==> src/rtl/ova_frame_sched.sv <==
// Frame-level write gate between the camera receiver and the async FIFO.
// Only whole frames that begin at a vsync fall are written; frames can be
// decimated, overflow and short frames raise sticky flags, and the next frame
// is held off until the LCD side reports the FIFO empty.
module ova_frame_sched #(
  parameter int H_ACT  = 480,
  parameter int V_ACT  = 272,
  parameter int FCNT_W = 16
) (
  input  logic              clk,
  input  logic              rst_n,
  input  logic              i_en,
  input  logic [3:0]        i_skip,
  input  logic              i_vsync,
  input  logic [15:0]       i_pix,
  input  logic              i_pix_vld,
  input  logic              i_fifo_full,
  input  logic              i_fifo_empty,
  input  logic              i_clr,
  output logic [15:0]       o_wr_data,
  output logic              o_wr_en,
  output logic              o_work_en,
  output logic              o_frame_done,
  output logic [FCNT_W-1:0] o_frame_cnt,
  output logic              o_overflow,
  output logic              o_short
);

  localparam int PIX_N = H_ACT * V_ACT;
  localparam int PIX_W = $clog2(PIX_N + 1);
  localparam logic [PIX_W-1:0] PIX_LAST = PIX_W'(PIX_N - 1);

  typedef enum logic [1:0] {IDLE, WAIT_VS, CAPTURE, DRAIN} state_t;

  state_t           state, state_nxt;
  logic             vs_d;
  logic [PIX_W-1:0] pix_cnt;
  logic [3:0]       skip_cnt;

  logic vs_fall, vs_rise, in_cap, wr_ok, ovf_hit, cnt_done, short_hit;
  logic skip_match, drain_done, take_fall;

  assign vs_fall    = vs_d & ~i_vsync;
  assign vs_rise    = ~vs_d & i_vsync;
  assign in_cap     = (state == CAPTURE);
  assign wr_ok      = in_cap & i_pix_vld & ~i_fifo_full;
  // A pixel that cannot be written aborts the frame; it outranks everything.
  assign ovf_hit    = in_cap & i_pix_vld & i_fifo_full;
  assign cnt_done   = wr_ok & (pix_cnt == PIX_LAST);
  assign short_hit  = in_cap & vs_rise & ~ovf_hit & ~cnt_done;
  assign skip_match = (skip_cnt == i_skip);
  assign drain_done = (state == DRAIN) & i_fifo_empty;
  assign take_fall  = (state == WAIT_VS) & i_en & vs_fall;

  // Writes pass straight through with no added latency.
  assign o_wr_en   = wr_ok;
  assign o_wr_data = i_pix;

  // State register.
  always_ff @(posedge clk or negedge rst_n) begin
    if (!rst_n) state <= IDLE;
    else        state <= state_nxt;
  end

  // Next-state logic; i_en is ignored once a frame is in flight.
  always_comb begin
    state_nxt = state;
    case (state)
      IDLE:    if (i_en) state_nxt = WAIT_VS;
      WAIT_VS: begin
        if (!i_en)                      state_nxt = IDLE;
        else if (vs_fall && skip_match) state_nxt = CAPTURE;
      end
      CAPTURE: if (ovf_hit || cnt_done || vs_rise) state_nxt = DRAIN;
      DRAIN:   if (i_fifo_empty) state_nxt = WAIT_VS;
      default: state_nxt = IDLE;
    endcase
  end

  // Edge detect, counters, frame bookkeeping and sticky error flags.
  always_ff @(posedge clk or negedge rst_n) begin
    if (!rst_n) begin
      vs_d         <= 1'b0;
      pix_cnt      <= '0;
      skip_cnt     <= '0;
      o_work_en    <= 1'b0;
      o_frame_done <= 1'b0;
      o_frame_cnt  <= '0;
      o_overflow   <= 1'b0;
      o_short      <= 1'b0;
    end else begin
      vs_d         <= i_vsync;
      o_work_en    <= (state_nxt == CAPTURE) || (state_nxt == DRAIN);
      o_frame_done <= drain_done;
      if (drain_done) o_frame_cnt <= o_frame_cnt + FCNT_W'(1);
      if (take_fall) begin
        if (skip_match) begin
          skip_cnt <= '0;
          pix_cnt  <= '0;
        end else begin
          skip_cnt <= skip_cnt + 4'd1;
        end
      end
      if (wr_ok) pix_cnt <= pix_cnt + PIX_W'(1);
      if (ovf_hit)    o_overflow <= 1'b1;
      else if (i_clr) o_overflow <= 1'b0;
      if (short_hit)  o_short <= 1'b1;
      else if (i_clr) o_short <= 1'b0;
    end
  end

endmodule
==> config.mk <==
export PLATFORM = sky130hd
export DESIGN_NAME = ova_frame_sched
export DESIGN_NICKNAME = d
export VERILOG_FILES = /design/src/rtl/ova_frame_sched.sv
export SDC_FILE = /design/constraint.sdc
export NUM_CORES = 1
export LEC_CHECK = 0
export ABC_AREA = 1
export BUFFER_PORTS_ARGS = -buffer_cell sky130_fd_sc_hd__buf_2
export CORE_ASPECT_RATIO = 1.1
export CORE_MARGIN = 3
export CORE_UTILIZATION = 50
export DETAILED_ROUTE_END_ITERATION = 16
export PLACE_DENSITY_LB_ADDON = 0.2
export SETUP_SLACK_MARGIN = 0.3
export SYNTH_ARGS = -nofsm -noshare
export SYNTH_HDL_FRONTEND = slang
export SYNTH_SLANG_ARGS = --single-unit
==> constraint.sdc <==
create_clock -name clk -period 4 [get_ports clk]
set_clock_uncertainty 0.05 [all_clocks]
set_input_delay 0.6 -clock clk [delete_from_list [all_inputs] [get_ports clk]]
set_output_delay 0.6 -clock clk [all_outputs]
set_load 0.03 [all_outputs]
Word level (Yosys, flattened, before mapping)
Index checks and enable logic that the tools add are counted.

Add/sub/neg operators: 3. Equality and inequality tests: 7. Bitwise logic cells: 17. Muxes and demuxes: 13. Reductions and logical operators: 10.

Operator list (count): 2-to-1 mux 17 bit (3); adder 17 x 1 -> 17 bit, second input constant (1); equality test 17 bit, second input constant (1); adder 16 x 1 -> 16 bit, second input constant (1); AND 1 bit (12); 2-to-1 mux 2 bit (5); equality test 2 bit, second input constant (4); case mux 2 bit (4 select lines) (1); nonzero test 2 bit (4); inverter 1 bit (5); adder 4 x 1 -> 4 bit, second input constant (1); equality test 4 bit (1); 2-to-1 mux 4 bit (1); logical OR 1 bit (3); 2-to-1 mux 1 bit (3); equality test 2 x 1 -> 1 bit, second input constant (1); zero test 2 bit (1); AND reduction 2 bit (1); logical AND 1 bit (1).

Output and inout bits: 37. Word-level logic and storage cells: 59. Flip-flop bits (word level): 44.

Logic depth before layout (Yosys ltp)
Gate-level depths: netlist of the first run.

Depth after elaboration: 10. Depth in mapped cells: 9. Gate-level depth less buffers: 9.

Worst setup path before layout of the first run
No wires, ideal clock.

Kind: in2out. From: input port i_fifo_full. To: output port o_wr_en. Buffers on the path: 1. Required time: 3.350 ns. Stages on the path: 4. Slack: 2.134 ns. Arrival time: 1.216 ns. Cell sequence: inv_1 nand4_2 inv_1 buf_4.

Word-level cells in the longest chain between the ends: 2.

RTL lines: start: declaration (RTL line 17) `input logic i_fifo_full,`; inverter 1 bit (RTL line 46) `assign wr_ok = in_cap & i_pix_vld & ~i_fifo_full;`; AND 1 bit (RTL line 46); end: declaration (RTL line 21) `output logic o_wr_en,`.

Every way passes these cells.

Worst setup path after layout of the first run
From: register state[0]. To: output port o_wr_en.

Word-level cells in the longest chain between the ends: 3.

RTL lines: start: declaration (RTL line 35) `state_t state, state_nxt;`; start signal: assignment (RTL line 62) `else state <= state_nxt;`; equality test 2 bit (RTL line 45) `assign in_cap = (state == CAPTURE);`; AND 1 bit (2 in a row) (RTL line 46).

Every way passes these cells.

==> results of run 1 <==
## cell usage after synthesis, drive strengths merged (2+ instances only)
master	n	area (µm²)
ha	3	37.5
inv	40	150
o21bai	3	22.5
nor3	5	30.0
dfrtp	43	1080
a21o	2	15.0
xnor2	4	35.0
o21ai	14	70.1
nand4	6	43.8
nand2	118	445
a21oi	4	20.0
nand3	28	140
xor2	10	87.6
and2	3	18.8
nor2	50	218
buf	18	133
## stage by stage
stage,power [mW],cells
2_1_floorplan,1.01,355
3_3_place_gp,1.09,425
3_5_place_dp,1.11,425
4_1_cts,1.40,433
5_1_grt,1.50,433
6_report,1.38,433
## kinds of logic (layout without fill, tap and decap cells)
family	Yosys count	in the layout	share of synthesized area, %
buf+inv	58	80	11.0
flops	43	43	41.7
simple gates	212	212	35.5
compound gates	24	24	5.24
xor+xnor	14	14	4.75
fa+ha+maj	3	3	1.46
mux	1	1	0.388
## power by group
group	internal (mW)	total, mW	switching [mW]
combinational	0.141	0.450	0.308
clock	0.125	0.288	0.163
sequential	0.541	0.647	0.106
total	0.807	1.38	0.578
## worst max-delay path, stage by stage, from the launching register on
cell and delay (ps):
sky130_fd_sc_hd__dfrtp_1 400, sky130_fd_sc_hd__inv_1 150, sky130_fd_sc_hd__nand4_2 200, sky130_fd_sc_hd__inv_1 400, sky130_fd_sc_hd__buf_2 280
## registers in the layout (all words and copies together), names as in the netlist
name and count:
pix_cnt 17, o_frame_cnt 16, skip_cnt 4, o_frame_done 1, o_overflow 1, o_short 1, o_work_en 1, state 1
vs_d 1
## final cells by class
class	instances	area (µm²)	share of cell area, %
sequential	43	1080	38.8
timing repair buffer	32	160	5.78
inverter	40	150	5.42
clock inverter	3	25.0	0.903
clock buffer	5	68.8	2.48
multi-input combinational	254	1220	44.0
tap	56	70.1	2.53
## per-layer routing
metal	share of wire, %	global-route usage, %
met2	49	34.6
met3	4.9	4.46
met5	0	0
met1	43	23.7
met4	2.5	6.94
## worst max path at each step
stage | end | slack [ps] | cells after the start
global route | o_wr_en | 1420 | 4
detailed placement | o_wr_en | 1670 | 5
global placement | o_wr_en | 1710 | 5
CTS | o_wr_en | 1560 | 4
floorplan | o_wr_en | 2130 | 4
finish | o_wr_en | 1610 | 4
==> parameters.txt, run 1 <==
Parameter                              Value

Clock network
  # H-tree levels    2
  Clock sinks    43
  Total CTS buffers    5
  TritonCTS clock tree    yes
  Clock slew at the register clock pins of the worst setup and hold paths    90 ps
  Post_cts resized    0
  Total of hold buffers inserted after clock tree synthesis    0
  Latest clock arrival within the worst-skew pair    300 ps
  Master cell of the clock root buffer    sky130_fd_sc_hd__clkbuf_8
  Maximum count of clock buffers along a single path    2
  Postcts setup bufs    0

Yosys
  Synth Area per Inst    7.26 µm²
  Synth warn    0
  EDFF count, synth    0
  Library cells used by synthesis    28
  Share of synthesized area occupied by flip-flops and latches    41.7%
  Syn_nets    386
  Prevailing post-synth register cell    sky130_fd_sc_hd__dfrtp_1
  Synthesized instance count    355
  Total standard cell area after synthesis    0.00258 mm²
  Yosys reg bits    43
  Share of synthesized flip-flops with an asynchronous set or reset    100%

Drt
  Count of nets left with antenna violations after detail routing    0
  DRT Pass-1 Iters    4
  Starting DRT DRC Count    155
  Via total after detailed routing    2226
  DRC errors left    0
  Wire length per cell    12.4 µm
  Sum of routed wire length over all layers    5370 µm
  Vias per cell    5.14

Cells and area
  Area of all placed cells without fillers    0.00277 mm²
  Fin nets    407
  Most common cell after layout, fill and taps aside    sky130_fd_sc_hd__nand2_1
  Layout-stage area growth over the synthesis result    7.42%
  Top library cells by usage in the layout, fill and taps aside    sky130_fd_sc_hd__nand2_1, sky130_fd_sc_hd__nor2_1, sky130_fd_sc_hd__dfrtp_1, sky130_fd_sc_hd__inv_1, sky130_fd_sc_hd__buf_2
  Core occupancy in the finished layout    57.5%
  Number of inserted diodes    0
  Final-layout fill cell count    486
  Proportion of layout cells with a drive suffix above 1    13.5%

Setup path
  Worst reg2reg startpoint    o_work_en$_DFF_PN0_
  Critical path capture point type    output port
  Reg-to-reg critical path endpoint    o_frame_cnt[9]$_DFFE_PN0P_
  Reg-to-reg slack, setup    2320 ps
  Class of the most critical setup path    register to output port
  Launching element type of the critical path    register
  Logic depth of the worst register-to-register path    7
  Required time of the worst setup path    3350 ps
  Start point of the critical path    state[0]$_DFF_PN0_
  Arrival time at the worst endpoint    1740 ps
  Maximum fanout along the worst path    14

Run status
  Outcome    complete, no violations

GRT
  GRT Overall Usage    19.8%
  Number of antenna violations at the first check in global routing    0
  Via count of the first global-routing pass    2208
  Largest net degree at the start of global routing    44
  Residual overflow from global routing    0
  Global-route wire length before repair    9460 µm

STA
  Hold slack    365 ps
  Final critical path time including I/O delays and setup    2390 ps
  Total count of hold-check failures in the final report    0
  Number of max-slew violations in the final report    0
  RSZ-0062 raised after global routing    false
  Final Setup Violations    0
  Least setup slack across all paths after layout    1610 ps
  Worst relative slew slack    35.1%
  Crit share post-route    59.8%
  Worst-margin pin slew    973 ps
  Setup Total Neg Slack    0 ps
  Maximum frequency from static timing analysis    0.418 GHz

Placed design
  Worst setup timing slack at the placement stage    1670 ps
  Routability congestion estimate    0.870
  Total placed instance area    0.00268 mm²
  Number of port buffers    32
  Final HPWL from detailed placement    4000 µm

Floorplanning
  Num rows    26
  Floorplan die height    81.3 µm
  Die Footprint    0.00606 mm²
  Starting density of the core    53.6%
  IO Pins    65
  Placeable core area    0.00481 mm²
  Die width    74.5 µm

Worst hold path
  Kind of path behind the tightest hold check    primary input to register
  Sink of the worst hold path    vs_d$_DFF_PN0_
  Hold path depth    1
  Start point of the worst min-delay path    i_vsync

Pwr
  Leakage power figure    1.43 nW
  Power per Cell Area    500 mW/mm²
  Worst ir drop on vdd    0.000290 V

Job
  Number of maximum-capacitance constraint violations    0
Power figures use the tool's default switching activity.
==> run 2, diff against run 1 <==
Settings changed: CORE_UTILIZATION 50 to 48.
Clock period 4 ns to 2.1 ns, I/O delays scaled along.
==> run 2 against run 1 <==
Compared with the run above:
- combinational power increased by 92%
- critical path depth unchanged
- worst setup slack got worse by 1200 ps
- utilization decreased by 1.6 points
- die area increased by 3.8%
- sequential power increased by 90%
- first-iteration DRC count decreased by 28%
- sequential cell count unchanged
- count of clock-buffer cells in the layout increased by 1
- largest cell class unchanged
==> parameters.txt, run 2 (synthesis results as in run 1) <==
Parameter                              Value

Clock network
  Maximum count of clock buffers along a single path    2
  Clock slew at the register clock pins of the worst setup and hold paths    90 ps
  Total CTS buffers    5
  Master cell of the clock root buffer    sky130_fd_sc_hd__clkbuf_8
  Clock sinks    43
  TritonCTS clock tree    yes
  Latest clock arrival within the worst-skew pair    300 ps
  # H-tree levels    2
  Total of hold buffers inserted after clock tree synthesis    0

Pwr
  Part of the power in the clock network    26.9%
  Leakage power figure    1.45 nW
  Internal power component    1.78 mW
  Reg power frac    42.8%
  Switching power of the nets    1.08 mW
  Worst ir drop on vdd    0.000602 V
  Power per Cell Area    1000 mW/mm²
  Switching portion of total power    37.7%
  PnR Total Power    2.86 mW
  Logic pwr share    30.3%

Drt
  DRT Pass-1 Iters    4
  Vias per cell    4.88
  Via total after detailed routing    2200
  Count of nets left with antenna violations after detail routing    0
  Sum of routed wire length over all layers    5220 µm
  DRC errors left    0
  Starting DRT DRC Count    111
  Wire length per cell    11.6 µm

Cells and area
  Proportion of layout cells with a drive suffix above 1    14.5%
  Layout-stage area growth over the synthesis result    10.7%
  Register with the most flip-flops    pix_cnt
  Top library cells by usage in the layout, fill and taps aside    sky130_fd_sc_hd__nand2_1, sky130_fd_sc_hd__nor2_1, sky130_fd_sc_hd__dfrtp_1, sky130_fd_sc_hd__inv_1, sky130_fd_sc_hd__buf_2
  Register area    0.00108 mm²
  Fin nets    409
  Area of the multi-input gates    0.00123 mm²
  Final-layout fill cell count    504
  Most common cell after layout, fill and taps aside    sky130_fd_sc_hd__nand2_1
  Flip-flop count of the largest register after layout    17
  Core occupancy in the finished layout    56.0%
  Post-route insts no fill    451
  Leading registers by flop count    pix_cnt x17, o_frame_cnt x16, skip_cnt x4
  Number of inserted diodes    0
  Area of all placed cells without fillers    0.00286 mm²

Placed design
  Worst setup timing slack at the placement stage    477 ps
  Number of port buffers    32
  Post-placement cell count    443
  Final HPWL from detailed placement    3990 µm
  Routability congestion estimate    0.866
  Total placed instance area    0.00271 mm²

Floorplanning
  IO Pins    65
  Starting density of the core    50.6%
  Die Footprint    0.00629 mm²
  Die width    75.9 µm
  Num rows    27
  Floorplan die height    82.9 µm
  Placeable core area    0.00510 mm²

STA
  Maximum frequency from static timing analysis    0.592 GHz
  Final Setup Violations    0
  RSZ-0062 raised after global routing    false
  Hold slack    33.5 ps
  Least setup slack across all paths after layout    410 ps
  Worst-margin pin slew    544 ps
  Crit share post-route    80.5%
  Worst relative slew slack    63.7%
  Setup Total Neg Slack    0 ps
  Number of max-slew violations in the final report    0
  Final critical path time including I/O delays and setup    1690 ps
  Total count of hold-check failures in the final report    0

Setup path
  Maximum fanout along the worst path    8
  Class of the most critical setup path    register to output port
  Arrival time at the worst endpoint    1330 ps
  Required time of the worst setup path    1740 ps
  Critical path capture point type    output port
  Launching element type of the critical path    register

GRT
  Largest net degree at the start of global routing    44
  Residual overflow from global routing    0
  Global-route wire length before repair    9300 µm
  Number of antenna violations at the first check in global routing    0
  GRT Overall Usage    18.6%
  Via count of the first global-routing pass    2112

Run status
  Outcome    complete, no violations

Job
  Number of maximum-capacitance constraint violations    0

Worst hold path
  Kind of path behind the tightest hold check    primary input to async pin
## run 2: changes by cell type in the layout (fill, tap and decap cells not counted), moves of 2 or more
cell / before / now
sky130_fd_sc_hd__clkinv_4: 2 / 0
sky130_fd_sc_hd__bufinv_16: 0 / 2
sky130_fd_sc_hd__buf_4: 0 / 2
sky130_fd_sc_hd__inv_1: 39 / 37
sky130_fd_sc_hd__inv_2: 1 / 3
## run 2: worst max-delay path, stage by stage (launching register included)
cell and delay [ps]:
sky130_fd_sc_hd__dfrtp_1 410, sky130_fd_sc_hd__inv_2 110, sky130_fd_sc_hd__nand4_4 150, sky130_fd_sc_hd__inv_2 150, sky130_fd_sc_hd__buf_2 210
## run 2: worst paths after layout
| check | startpoint | to | slack [ps] | cells past startpoint |
|---|---|---|---|---|
| max | state[0]$_DFF_PN0_ | o_wr_en | 410 | 4 |
| min | rst_n | skip_cnt[2]$_DFFE_PN0P_ | 30 | 2 |
| max reg2reg | o_work_en$_DFF_PN0_ | o_frame_cnt[9]$_DFFE_PN0P_ | 470 | 7 |
| min reg2reg | o_overflow$_DFFE_PN0P_ | o_overflow$_DFFE_PN0P_ | 440 | 1 |
| max in group asynchronous | rst_n | o_frame_cnt[13]$_DFFE_PN0P_ | 1590 | 2 |
| min in group clk | i_vsync | vs_d$_DFF_PN0_ | 80 | 1 |
## run 2: routing by layer
| metal | global-route usage, % | part of all wire (%) | vias to the layer above |
|---|---|---|---|
| met3 | 3.75 | 4.5 | 8 |
| met4 | 6.52 | 1.9 | 0 |
| met5 | 0 | 0 | - |
| met2 | 30.3 | 48 | 50 |
| met1 | 23.9 | 46 | 999 |
| li1 | - | - | 1143 |
## run 2: area by class of cell
class | instances | area share, %
multi-input combinational | 254 | 43.1
sequential | 43 | 37.7
clock inverter | 2 | 2.10
timing repair buffer | 34 | 6.13
inverter | 40 | 5.26
tap | 72 | 3.16
clock buffer | 6 | 2.54
## run 2: power by group through the flow
stage / Combinational [mW] / Sequential (mW) / Clock, mW
global placement: 0.855 / 1.23 / 0
global route: 0.992 / 1.26 / 0.818
floorplan: 0.564 / 1.35 / 0
detailed placement: 0.865 / 1.24 / 0
finish: 0.866 / 1.23 / 0.768
CTS: 0.878 / 1.22 / 0.790
## run 2: repair_timing
| action | 4_1_cts | 5_1_grt |
|---|---|---|
| setup endpoints to repair | 1 | 2 |
| gates resized for setup | 2 | 2 |
| setup buffers | 0 | 0 |
==> run 3, diff against run 2 <==
Settings changed: ABC_AREA 1 to 0, CORE_UTILIZATION 48 to 50.
Clock period 2.1 ns to 1.6 ns, I/O delays scaled along.
==> run 3 against run 2 <==
Compared with the run above:
- count of clock-buffer cells in the layout stayed put
- hold slack better by 5.8 ps
- sequential share of layout area is 0.71 points lower
- routed wire length is 8.5% lower
==> parameters.txt, run 3 <==
Parameter                              Value

Cells and area
  Fin nets    313
  Top library cells by usage in the layout, fill and taps aside    sky130_fd_sc_hd__dfrtp_1, sky130_fd_sc_hd__buf_4, sky130_fd_sc_hd__buf_2, sky130_fd_sc_hd__nand2_1, sky130_fd_sc_hd__nand3_1
  Core occupancy in the finished layout    71.5%
  Proportion of layout cells with a drive suffix above 1    45.2%
  Most common cell after layout, fill and taps aside    sky130_fd_sc_hd__dfrtp_1
  Leading registers by flop count    pix_cnt x17, o_frame_cnt x16, skip_cnt x4
  Area of all placed cells without fillers    0.00294 mm²
  Final-layout fill cell count    319
  Layout-stage area growth over the synthesis result    33.0%
  Flip-flop count of the largest register after layout    17
  Post-route insts no fill    335
  Register with the most flip-flops    pix_cnt
  Number of inserted diodes    0

Placed design
  Total placed instance area    0.00249 mm²
  Final HPWL from detailed placement    3200 µm
  Number of port buffers    32
  Post-placement cell count    305
  Routability congestion estimate    0.784

Floorplanning
  Num rows    24
  Die Footprint    0.00526 mm²
  Starting density of the core    53.7%
  IO Pins    65
  Placeable core area    0.00411 mm²
  Die width    69.4 µm
  Floorplan die height    75.7 µm

Yosys
  Post-synthesis share of cell area spent on and, or, nand and nor gates    22.0%
  Synth top area cells    sky130_fd_sc_hd__dfrtp_1, sky130_fd_sc_hd__xnor2_1, sky130_fd_sc_hd__buf_4, sky130_fd_sc_hd__nand2_1, sky130_fd_sc_hd__nand3_1
  Parity-gate share of the synthesized area counting xor and xnor cells    9.51%
  Post-synthesis share of cell area spent on full adders, half adders and majority gates    1.70%
  Share of synthesized area occupied by flip-flops and latches    48.7%
  Synth Area per Inst    9.91 µm²
  Share of synthesized flip-flops with an asynchronous set or reset    100%
  Dominant cell type by area after synthesis    sky130_fd_sc_hd__dfrtp_1
  Library cells used by synthesis    36
  Compound-gate portion of the synthesized area    7.24%
  Top post-synthesis cells by count    sky130_fd_sc_hd__dfrtp_1, sky130_fd_sc_hd__nand2_1, sky130_fd_sc_hd__nand3_1, sky130_fd_sc_hd__buf_4, sky130_fd_sc_hd__xnor2_1
  Multiplexer fraction of the synthesized cell area    3.23%
  Prevailing post-synth register cell    sky130_fd_sc_hd__dfrtp_1
  Synth warn    0
  Syn_nets    254
  Largest family of logic cells by synthesized area    simple AND/OR/NAND/NOR gates
  EDFF count, synth    0
  Yosys reg bits    43
  Synthesized instance count    223
  Total standard cell area after synthesis    0.00221 mm²
  Most frequent cell after synthesis    sky130_fd_sc_hd__dfrtp_1
  Area fraction of the dominant cell type after synthesis    48.7%

Pwr
  Worst ir drop on vdd    0.000794 V
  Power per Cell Area    825 mW/mm²
  Leakage power figure    1.47 nW

Setup path
  Critical path capture point type    output port
  Start point of the critical path    state[0]$_DFF_PN0_
  Reg-to-reg slack, setup    60 ps
  Launching element type of the critical path    register
  Worst reg2reg startpoint    o_work_en$_DFF_PN0_
  Maximum fanout along the worst path    4
  Arrival time at the worst endpoint    1300 ps
  Reg-to-reg critical path endpoint    pix_cnt[0]$_DFFE_PN0P_
  Class of the most critical setup path    register to output port
  Largest incremental delay on the critical path    440 ps
  Logic depth of the worst register-to-register path    7
  Slowest cell on the critical path    sky130_fd_sc_hd__dfrtp_2
  Critical Path, Cell by Cell    nor3b_4 > nand2_4 > clkinvlp_4 > buf_6
  Required time of the worst setup path    1310 ps
  Critical path endpoint    o_wr_en

Drt
  Starting DRT DRC Count    71
  Sum of routed wire length over all layers    4780 µm
  Wire length per cell    14.3 µm
  Vias per cell    5.36
  Count of nets left with antenna violations after detail routing    0
  DRC errors left    0
  Via total after detailed routing    1795
  DRT Pass-1 Iters    4

GRT
  Global-route met2 utilization    31.6%
  GRT Overall Usage    18.4%
  Met1 demand-to-capacity share in global routing    23.8%
  Number of antenna violations at the first check in global routing    0
  Largest net degree at the start of global routing    44
  Via count of the first global-routing pass    1700
  Global-route wire length before repair    7730 µm
  Residual overflow from global routing    0
  Met3 Track Usage GR    4.09%
  Busiest layer in global routing    met2

Clock network
  Maximum count of clock buffers along a single path    2
  Master cell of the clock root buffer    sky130_fd_sc_hd__clkbuf_8
  Latest clock arrival within the worst-skew pair    290 ps
  TritonCTS clock tree    yes
  Total CTS buffers    5
  Clock slew at the register clock pins of the worst setup and hold paths    80 ps
  Clock sinks    43
  # H-tree levels    2

STA
  Final Setup Violations    0
  Number of max-slew violations in the final report    0
  Maximum frequency from static timing analysis    0.628 GHz
  Total count of hold-check failures in the final report    0
  RSZ-0062 raised after global routing    true
  Worst relative slew slack    80.4%
  Final critical path time including I/O delays and setup    1590 ps
  Crit share post-route    99.5%
  Worst-margin pin slew    294 ps

Worst hold path
  Hold path depth    1
  Kind of path behind the tightest hold check    primary input to register

Job
  Number of maximum-capacitance constraint violations    0

Run status
  Outcome    complete, no violations
==> run 3: cell families after synthesis <==
family | after synthesis
DFF | 43
AOI/OAI and AO/OA | 28
muxes | 7
buffers and inverters | 28
adders and majority gates | 3
and+or+nand+nor | 90
xor gates and xnor gates | 24
==> run 3: power breakdown <==
group / switching [mW] / internal (mW)
Clock: 0.366 / 0.305
Sequential: 0.0776 / 1.16
Combinational: 0.251 / 0.265
==> run 3: worst min path at each step <==
stage,endpoint,slack (ps),start
6_report,vs_d$_DFF_PN0_,40,i_vsync
5_1_grt,vs_d$_DFF_PN0_,20,i_vsync
4_1_cts,vs_d$_DFF_PN0_,30,i_vsync
3_5_place_dp,pix_cnt[9]$_DFFE_PN0P_,180,rst_n
3_3_place_gp,pix_cnt[11]$_DFFE_PN0P_,180,rst_n
2_1_floorplan,o_frame_cnt[0]$_DFFE_PN0P_,-110,rst_n
==> run 3: critical path: cells and delay by family, from the launching register on <==
family	cells	cell delay, ps
DFF	1	440
and+or+nand+nor	2	330
buffers and inverters	2	240
==> run 3: cell type report <==
| type | instances | area, µm² | area share [%] |
|---|---|---|---|
| Tap cell | 52 | 65.1 | 2.21 |
| Timing Repair Buffer | 72 | 524 | 17.8 |
| Clock buffer | 6 | 72.6 | 2.47 |
| Inverter | 8 | 33.8 | 1.15 |
| Multi-Input combinational cell | 152 | 1140 | 38.9 |
| Sequential cell | 43 | 1090 | 37.0 |
| Clock inverter | 2 | 12.5 | 0.426 |
==> run 3: through the flow <==
stage          hold WS (ps)  total power [mW]  TNS (ps)  setup slack, ps
6_report               39.2              2.43         0             8.67
3_5_place_dp            185              1.66         0             5.20
3_3_place_gp            182              1.64         0             44.3
4_1_cts                26.9              2.41    -0.717           -0.717
2_1_floorplan          -106              1.54         0             54.9
5_1_grt                23.7              2.56      -188            -49.4
==> run 3: timing repair <==
| action | CTS | global route |
|---|---|---|
| endpoints found under the setup margin | 37 | 38 |
| hold buffers | 1 | 0 |
| endpoints found under the hold margin | 43 | 0 |
| resized for setup | 35 | 20 |
| buffers inserted | 11 | 10 |
| pin swaps | 18 | 9 |
==> run 3: routing by layer <==
metal	share of wire [%]	up-vias	wire [µm]
met4	1.2	0	56
li1	-	869	-
met2	51	35	2440
met3	3.7	4	175
met5	0	-	0
met1	44	887	2110
